### src/rtl/fwd_hazard_ctrl_if.sv
// ---------------------------------------------------------------------------
// fwd_hazard_ctrl_if
// Bundles the ID-stage instruction info and the pipeline control outputs
// exchanged between the pipeline datapath and the forwarding/hazard
// controller.
//   master : pipeline side  (drives ID info and br_taken, receives controls)
//   slave  : controller side (receives ID info, drives controls)
// Signals:
//   id_rs/id_rt/id_dst      REG_AW  source A/B and destination of ID instr
//   id_use_rs/id_use_rt     1       ID instruction reads rs/rt
//   id_reg_wr/id_mem_rd     1       ID instruction writes a reg / is a load
//   br_taken                1       branch resolved taken (kill IF/ID)
//   stall/bubble/flush      1       combinational pipeline controls
//   fwd_a_sel/fwd_b_sel     2       registered EX operand mux selects
//   stall_cnt               CNT_W   saturating stall-cycle counter
// ---------------------------------------------------------------------------
interface fwd_hazard_ctrl_if #(
  parameter int REG_AW = 5,
  parameter int CNT_W  = 16
);
  logic [REG_AW-1:0] id_rs;
  logic [REG_AW-1:0] id_rt;
  logic              id_use_rs;
  logic              id_use_rt;
  logic [REG_AW-1:0] id_dst;
  logic              id_reg_wr;
  logic              id_mem_rd;
  logic              br_taken;
  logic              stall;
  logic              bubble;
  logic              flush;
  logic [1:0]        fwd_a_sel;
  logic [1:0]        fwd_b_sel;
  logic [CNT_W-1:0]  stall_cnt;

  modport master (
    output id_rs, id_rt, id_use_rs, id_use_rt, id_dst, id_reg_wr, id_mem_rd,
           br_taken,
    input  stall, bubble, flush, fwd_a_sel, fwd_b_sel, stall_cnt
  );

  modport slave (
    input  id_rs, id_rt, id_use_rs, id_use_rt, id_dst, id_reg_wr, id_mem_rd,
           br_taken,
    output stall, bubble, flush, fwd_a_sel, fwd_b_sel, stall_cnt
  );
endinterface

### src/rtl/fwd_hazard_ctrl.sv
// ---------------------------------------------------------------------------
// fwd_hazard_ctrl
// Forwarding and hazard controller for the 5-stage pipeline. Keeps a shadow
// copy of the destination info of the instructions in EX and MEM, detects
// RAW / load-use hazards against the instruction in ID, and drives the
// stall/bubble/flush controls plus the registered EX operand-mux selects
// (00 = regfile, 01 = EX/MEM ALU result, 10 = MEM/WB writeback data).
//
// Ports:
//   clk   rising-edge clock
//   rst   synchronous reset, active-high
//   bus   fwd_hazard_ctrl_if.slave (ID info in, pipeline controls out)
//
// Configuration macro:
//   FORWARDING_EN  defined   : forwarding selects active, only load-use stalls
//                  undefined : selects fixed at 00, any RAW dependency on an
//                              instruction in EX or MEM stalls
//
// The WB stage is not shadowed: the register file is write-before-read, so
// an instruction in WB can never cause a hazard or need a forward.
// ---------------------------------------------------------------------------
module fwd_hazard_ctrl #(
  parameter int REG_AW = 5,
  parameter int CNT_W  = 16
) (
  input  logic               clk,
  input  logic               rst,
  fwd_hazard_ctrl_if.slave   bus
);

  // Shadow of EX-stage instruction
  logic              ex_v_r;
  logic [REG_AW-1:0] ex_dst_r;
  logic              ex_wr_r;
  logic              ex_ld_r;
  // Shadow of MEM-stage instruction (load flag no longer relevant here)
  logic              mem_v_r;
  logic [REG_AW-1:0] mem_dst_r;
  logic              mem_wr_r;

  logic [1:0]        fwd_a_r;
  logic [1:0]        fwd_b_r;
  logic [CNT_W-1:0]  stall_cnt_r;

  logic              hit_ex_a_s;
  logic              hit_ex_b_s;
  logic              hit_mem_a_s;
  logic              hit_mem_b_s;
  logic              ld_hz_s;
  logic              hz_s;
  logic              stall_s;
  logic              bubble_s;
  logic [1:0]        fwd_a_nxt_s;
  logic [1:0]        fwd_b_nxt_s;

  // A producer matches a consumer operand only if it really writes a
  // non-zero register and the consumer actually reads that operand.
  function automatic logic hit(
    input logic              v,
    input logic              wr,
    input logic [REG_AW-1:0] dst,
    input logic [REG_AW-1:0] r,
    input logic              use_r
  );
    return v & wr & (dst != {REG_AW{1'b0}}) & (dst == r) & use_r;
  endfunction

  // Hazard detection and combinational stall/bubble generation
  always_comb begin
    hit_ex_a_s  = hit(ex_v_r,  ex_wr_r,  ex_dst_r,  bus.id_rs, bus.id_use_rs);
    hit_ex_b_s  = hit(ex_v_r,  ex_wr_r,  ex_dst_r,  bus.id_rt, bus.id_use_rt);
    hit_mem_a_s = hit(mem_v_r, mem_wr_r, mem_dst_r, bus.id_rs, bus.id_use_rs);
    hit_mem_b_s = hit(mem_v_r, mem_wr_r, mem_dst_r, bus.id_rt, bus.id_use_rt);
    ld_hz_s     = ex_ld_r & (hit_ex_a_s | hit_ex_b_s);
`ifdef FORWARDING_EN
    hz_s        = ld_hz_s;
`else
    // ld_hz_s is a subset of the EX hits; kept in the OR for clarity.
    hz_s        = ld_hz_s | hit_ex_a_s | hit_ex_b_s | hit_mem_a_s | hit_mem_b_s;
`endif
    // A taken branch kills the ID instruction, so it can never stall.
    stall_s     = ~bus.br_taken & hz_s;
    bubble_s    = stall_s | bus.br_taken;
  end

  // Next forward selects: nearest producer (EX) wins over MEM
  always_comb begin
    fwd_a_nxt_s = 2'b00;
    fwd_b_nxt_s = 2'b00;
`ifdef FORWARDING_EN
    if (hit_ex_a_s) begin
      fwd_a_nxt_s = 2'b01;
    end else if (hit_mem_a_s) begin
      fwd_a_nxt_s = 2'b10;
    end else begin
      fwd_a_nxt_s = 2'b00;
    end
    if (hit_ex_b_s) begin
      fwd_b_nxt_s = 2'b01;
    end else if (hit_mem_b_s) begin
      fwd_b_nxt_s = 2'b10;
    end else begin
      fwd_b_nxt_s = 2'b00;
    end
`else
    fwd_a_nxt_s = 2'b00;
    fwd_b_nxt_s = 2'b00;
`endif
  end

  // Shadow pipeline advance; never frozen, a bubble inserts an invalid EX
  always_ff @(posedge clk) begin
    if (rst) begin
      ex_v_r    <= 1'b0;
      ex_dst_r  <= {REG_AW{1'b0}};
      ex_wr_r   <= 1'b0;
      ex_ld_r   <= 1'b0;
      mem_v_r   <= 1'b0;
      mem_dst_r <= {REG_AW{1'b0}};
      mem_wr_r  <= 1'b0;
    end else begin
      mem_v_r   <= ex_v_r;
      mem_dst_r <= ex_dst_r;
      mem_wr_r  <= ex_wr_r;
      ex_v_r    <= ~bubble_s;
      ex_dst_r  <= bus.id_dst;
      ex_wr_r   <= bus.id_reg_wr;
      ex_ld_r   <= bus.id_mem_rd;
    end
  end

  // Forward select registers, cleared when ID/EX is bubbled
  always_ff @(posedge clk) begin
    if (rst) begin
      fwd_a_r <= 2'b00;
      fwd_b_r <= 2'b00;
    end else if (bubble_s) begin
      fwd_a_r <= 2'b00;
      fwd_b_r <= 2'b00;
    end else begin
      fwd_a_r <= fwd_a_nxt_s;
      fwd_b_r <= fwd_b_nxt_s;
    end
  end

  // Saturating stall-cycle performance counter
  always_ff @(posedge clk) begin
    if (rst) begin
      stall_cnt_r <= {CNT_W{1'b0}};
    end else if (stall_s && !(&stall_cnt_r)) begin
      stall_cnt_r <= stall_cnt_r + {{(CNT_W-1){1'b0}}, 1'b1};
    end else begin
      stall_cnt_r <= stall_cnt_r;
    end
  end

  assign bus.stall     = stall_s;
  assign bus.bubble    = bubble_s;
  assign bus.flush     = bus.br_taken;
  assign bus.fwd_a_sel = fwd_a_r;
  assign bus.fwd_b_sel = fwd_b_r;
  assign bus.stall_cnt = stall_cnt_r;

endmodule
### src/flat_wrapper.sv
// flat-port wrapper written by rule: the top's interface ports become plain ports
module fwd_hazard_ctrl_flat 
#(
  parameter int REG_AW = 5,
  parameter int CNT_W  = 16
)
  (clk, rst, bus_id_rs, bus_id_rt, bus_id_use_rs, bus_id_use_rt, bus_id_dst, bus_id_reg_wr, bus_id_mem_rd, bus_br_taken, bus_stall, bus_bubble, bus_flush, bus_fwd_a_sel, bus_fwd_b_sel, bus_stall_cnt);
  fwd_hazard_ctrl_if #(.REG_AW(REG_AW), .CNT_W(CNT_W)) bus_i ();
  input  logic clk;
  input  logic rst;
  input wire logic [$bits(bus_i.id_rs)-1:0] bus_id_rs;
  input wire logic [$bits(bus_i.id_rt)-1:0] bus_id_rt;
  input wire logic [$bits(bus_i.id_use_rs)-1:0] bus_id_use_rs;
  input wire logic [$bits(bus_i.id_use_rt)-1:0] bus_id_use_rt;
  input wire logic [$bits(bus_i.id_dst)-1:0] bus_id_dst;
  input wire logic [$bits(bus_i.id_reg_wr)-1:0] bus_id_reg_wr;
  input wire logic [$bits(bus_i.id_mem_rd)-1:0] bus_id_mem_rd;
  input wire logic [$bits(bus_i.br_taken)-1:0] bus_br_taken;
  output wire logic [$bits(bus_i.stall)-1:0] bus_stall;
  output wire logic [$bits(bus_i.bubble)-1:0] bus_bubble;
  output wire logic [$bits(bus_i.flush)-1:0] bus_flush;
  output wire logic [$bits(bus_i.fwd_a_sel)-1:0] bus_fwd_a_sel;
  output wire logic [$bits(bus_i.fwd_b_sel)-1:0] bus_fwd_b_sel;
  output wire logic [$bits(bus_i.stall_cnt)-1:0] bus_stall_cnt;
  assign bus_i.id_rs = bus_id_rs;
  assign bus_i.id_rt = bus_id_rt;
  assign bus_i.id_use_rs = bus_id_use_rs;
  assign bus_i.id_use_rt = bus_id_use_rt;
  assign bus_i.id_dst = bus_id_dst;
  assign bus_i.id_reg_wr = bus_id_reg_wr;
  assign bus_i.id_mem_rd = bus_id_mem_rd;
  assign bus_i.br_taken = bus_br_taken;
  assign bus_stall = bus_i.stall;
  assign bus_bubble = bus_i.bubble;
  assign bus_flush = bus_i.flush;
  assign bus_fwd_a_sel = bus_i.fwd_a_sel;
  assign bus_fwd_b_sel = bus_i.fwd_b_sel;
  assign bus_stall_cnt = bus_i.stall_cnt;
  fwd_hazard_ctrl #(.REG_AW(REG_AW), .CNT_W(CNT_W)) u_core (.clk(clk), .rst(rst), .bus(bus_i));
endmodule
### config.mk
export PLATFORM = sky130hd
export DESIGN_NAME = fwd_hazard_ctrl_flat
export DESIGN_NICKNAME = d
export VERILOG_FILES = /design/src/rtl/fwd_hazard_ctrl_if.sv /design/src/rtl/fwd_hazard_ctrl.sv /design/src/flat_wrapper.sv
export SDC_FILE = /design/constraint.sdc
export NUM_CORES = 1
export LEC_CHECK = 0
export ABC_AREA = 1
export BUFFER_PORTS_ARGS = -buffer_cell sky130_fd_sc_hd__buf_2
export CAP_MARGIN = 20
export CORE_MARGIN = 5
export CORE_UTILIZATION = 45
export CTS_CLUSTER_SIZE = 10
export DETAILED_ROUTE_END_ITERATION = 7
export HOLD_SLACK_MARGIN = 0.1
export MAX_ROUTING_LAYER = met4
export PLACE_DENSITY = 0.69
export SYNTH_ARGS = -nofsm -noshare
export SYNTH_HDL_FRONTEND = slang
export SYNTH_SLANG_ARGS = --single-unit
### constraint.sdc
create_clock -name clk -period 3.8 [get_ports clk]
set_input_delay 0.19 -clock clk [delete_from_list [all_inputs] [get_ports clk]]
set_output_delay 0.19 -clock clk [all_outputs]
set_load 0.01 [all_outputs]
==> results_tabular.tex <==
\begin{tabular}{lr}
\hline
Metric & Value \\
\hline
\multicolumn{2}{l}{\textbf{Yosys}} \\
Area share of the leading cell type in the synthesized netlist & 33.57\% \\
Average size of a mapped cell & 7.100 sq um \\
Ys flop type & dfxtp\_1 \\
Register bit count reported by yosys & 30 \\
Proportion of synthesized chip area in sequential cells & 33.57\% \\
Synth warnings & 0 \\
Synthesized instance count & 252 \\
Post-synth EDFFs & 0 \\
Biggest area consumer among synthesized cells & dfxtp\_1 \\
Mapped cell area & 1789 sq um \\
Synth async-reset ratio & 0\% \\
Number of distinct library cells after synthesis & 26 \\
Area contributors post-synth & dfxtp\_1 34\%, nand2\_1 11\%, xor2\_1 9.8\%, nor2\_1 8.2\%, inv\_1 6.9\% \\
\multicolumn{2}{l}{\textbf{Clock tree}} \\
CTS clk-pin slew, worst paths & 0.07 ns \\
TritonCTS Sinks & 30 \\
Total setup buffers inserted after CTS & 0 \\
Clock buffer depth & 2 \\
Clock tree root buffer cell & clkbuf\_8 \\
Worst-Skew Late Latency & 0.28 ns \\
Max H-tree Level & 2 \\
Num CTS Buffers & 5 \\
CTS tree & built \\
\multicolumn{2}{l}{\textbf{Finish}} \\
Most common cell after layout, fill and taps aside & nand2\_1 \\
Area of the multi-input gates & 993.5 sq um \\
Layout fillers & 407 \\
Register Area & 600.6 sq um \\
Diode insertion count for antenna repair & 0 \\
Most used cells in the layout excluding fill and tap cells & 52 x nand2\_1, 39 x nor2\_1, 39 x buf\_2 \\
Layout Nets & 313 \\
Area Overhead vs Synth & 16.71\% \\
Share of final-layout standard cells stronger than drive strength 1 & 19.59\% \\
\multicolumn{2}{l}{\textbf{Setup path}} \\
Worst Setup End Kind & flip-flop \\
Cell-by-cell trace of the critical path & ha\_1 -> nand3\_2 -> nor3\_4 -> nand4\_4 -> nand3\_2 -> nand2\_1 -> a21oi\_1 \\
Slack of the worst reg-to-reg path & 1.82 ns \\
Critical-path maximum fanout & 14 \\
Slowest cell delay on critical path & 0.41 ns \\
Reg2reg start & u\_core.bus.stall\_cnt[0] \\
Start point of the critical path & u\_core.bus.stall\_cnt[0] \\
Number of cells on the worst reg-to-reg path & 7 \\
Critical path launch point type & flip-flop \\
Worst reg2reg endpoint & u\_core.bus.stall\_cnt[13] \\
Required time worst endpoint & 4.00 ns \\
Slowest cell on crit path & dfxtp\_1 \\
Setup CP Type & flip-flop to flip-flop \\
CP most frequent cell & nand3\_2 \\
CP Data Arrival Time & 2.18 ns \\
\multicolumn{2}{l}{\textbf{Power and ir drop}} \\
Maximum resistive drop on vdd & 0.1480 mV \\
Psw & 162.2 uW \\
Leakage component of the power & 0.001017 uW \\
Clock group share of total power & 41.0\% \\
Total Power & 654.8 uW \\
Gate power share & 9.0\% \\
Int Power & 492.6 uW \\
Share of total power consumed by net switching & 24.78\% \\
Power share of the sequential group & 50.1\% \\
Power Density & 313.6 nW/um\^{}2 \\
\multicolumn{2}{l}{\textbf{Routing}} \\
Count of unresolved DRC violations after routing & 0 \\
Routed length per placed instance & 11.59 um \\
DRT iter0 DRCs & 69 \\
Via count & 1663 \\
Total wirelength of the detailed-routed design & 3953 um \\
First drt pass iteration count & 4 \\
Post-DRT Antenna Nets & 0 \\
Vias per cell & 4.877 \\
\multicolumn{2}{l}{\textbf{Flow run}} \\
Max Cap Violations & 0 \\
\multicolumn{2}{l}{\textbf{Floorplanning}} \\
Vertical extent of the die & 73.06 um \\
Count of boundary I/O pins & 45 \\
Placement row count & 23 \\
Starting density of the core & 45.72\% \\
Width of the die & 73.06 um \\
Die Outline Area & 5337 sq um \\
Placeable core region & 3914 sq um \\
\multicolumn{2}{l}{\textbf{Place}} \\
Post-DP HPWL & 2935 um \\
Final GP Congestion & 0.8554 \\
\# port buffers & 39 \\
\multicolumn{2}{l}{\textbf{Global routing}} \\
Initial antenna violation count & 0 \\
Overflow left after global routing & 0 \\
Via count of the first global-routing pass & 1599 \\
First-pass GRT wire length & 6824 um \\
Maximum number of pins on one net before global-route repair & 29 \\
Overall track demand over capacity in global routing & 16.57\% \\
\multicolumn{2}{l}{\textbf{Timing}} \\
Shortest period the worst path allows & 1.985 ns \\
Layout Skew & 0.009948 ns \\
Total negative setup slack & 0 ns \\
Setup violators final & 0 \\
Period Utilization, post-route & 52.23\% \\
Unrepaired setup endpoints after global routing & no \\
Highest attainable clock frequency & 503.9 MHz \\
Pins Over Slew Limit & 0 \\
Worst-Margin Slew & 0.5468 ns \\
Worst rel slew slack & 63.32\% \\
Hold Violations, Final & 0 \\
\multicolumn{2}{l}{\textbf{Min path}} \\
Hold/Removal Path Class & input pin to flip-flop \\
Start point of the worst min-delay path & bus\_id\_dst[4] \\
End of the worst hold path & u\_core.ex\_dst\_r[4] \\
Hold depth & 3 \\
\multicolumn{2}{l}{\textbf{Run status}} \\
Result of the run & completed \\
\hline
\end{tabular}
## through the flow
| stage | utilization (%) | setup slack, ns | cell area (sq um) | hold WS, ns | std cells |
|---|---|---|---|---|---|
| after global placement | 50.67 | 1.854 | 1983 | 0.3878 | 332 |
| after detailed placement | 50.67 | 1.811 | 1983 | 0.3964 | 332 |
| after floorplan | - | 2.091 | 1800 | 0.2970 | 255 |
| after CTS | 53.36 | 1.791 | 2088 | 0.1016 | 341 |
| after global routing | 53.36 | 1.629 | 2088 | 0.1173 | 341 |
| final | 53.36 | 1.815 | 2088 | 0.1087 | 341 |
## cells in the mapped netlist, types with 2 or more instances
cell type and instances:
xor2_1 20, nand3_2 3, clkbuf_1 4, buf_4 6, a21oi_1 12, nor3_1 2, nand4_1 17, xnor2_1 11
nand3_1 10, nor2_1 39, dfxtp_1 30, nand2_1 52, inv_1 33
## critical path: cells and delay by family, from the launching register on
family | cells | cell delay [ns]
AO/OA/AOI/OAI | 1 | 0.14
flip-flops | 1 | 0.41
adder cells (fa/ha/maj) | 1 | 0.28
AND/OR/NAND/NOR | 5 | 1.08
## per-layer routing
| metal | global-route usage (%) | part of all wire, % |
|---|---|---|
| met5 | - | 0 |
| met4 | 6.352 | 1.3 |
| met3 | 3.994 | 6.2 |
| met2 | 27.51 | 47 |
| met1 | 19.19 | 45 |
## power by group through the flow
stage / Clock, uW / Sequential, uW / Combinational, uW
after global placement: 0 / 335 / 57.4
final: 268 / 328 / 58.6
after global routing: 288 / 329 / 68.1
after floorplan: 0 / 334 / 41.2
after CTS: 277 / 328 / 59.4
after detailed placement: 0 / 335 / 58.2
## cells by family after synthesis
family                     synth area share (%)
and+or+nand+nor                           34.97
buffers and inverters                     11.54
xor gates and xnor gates                  15.17
DFF                                       33.57
AOI/OAI and AO/OA                         3.846
adders and majority gates                0.6992
other                                    0.2096
## area by class of cell
| type | instances | share of cell area (%) |
|---|---|---|
| flip-flops and latches | 30 | 28.76 |
| repair buffers | 40 | 9.826 |
| inverters | 35 | 6.291 |
| multi-input cells | 178 | 47.57 |
| clock inverters | 2 | 0.5992 |
| well taps | 50 | 2.996 |
| clock buffers | 6 | 3.954 |
## flip-flops by register name, indices dropped and copies added, names as in the netlist
signal	count
u_core.ex_dst_r	5
u_core.bus.stall_cnt	16
u_core.mem_dst_r	5
u_core.ex_v_r	1
u_core.mem_wr_r	1
u_core.ex_wr_r	1
u_core.mem_v_r	1
## worst max-delay path by stage
stage	to	slack [ns]	cells past startpoint
global route	u_core.bus.stall_cnt[5]	1.63	7
CTS	u_core.bus.stall_cnt[13]	1.79	7
global placement	u_core.bus.stall_cnt[2]	1.85	7
detailed placement	u_core.bus.stall_cnt[13]	1.81	7
floorplan	u_core.bus.stall_cnt[2]	2.09	7
finish	u_core.bus.stall_cnt[13]	1.82	7
## what timing repair did
item                                    4_1_cts  5_1_grt
hold buffers                                  1        0
endpoints found under the setup margin        0        0
resized for setup                             0        0
hold endpoints to repair                      1        0
(Power assumes the default switching activity.)
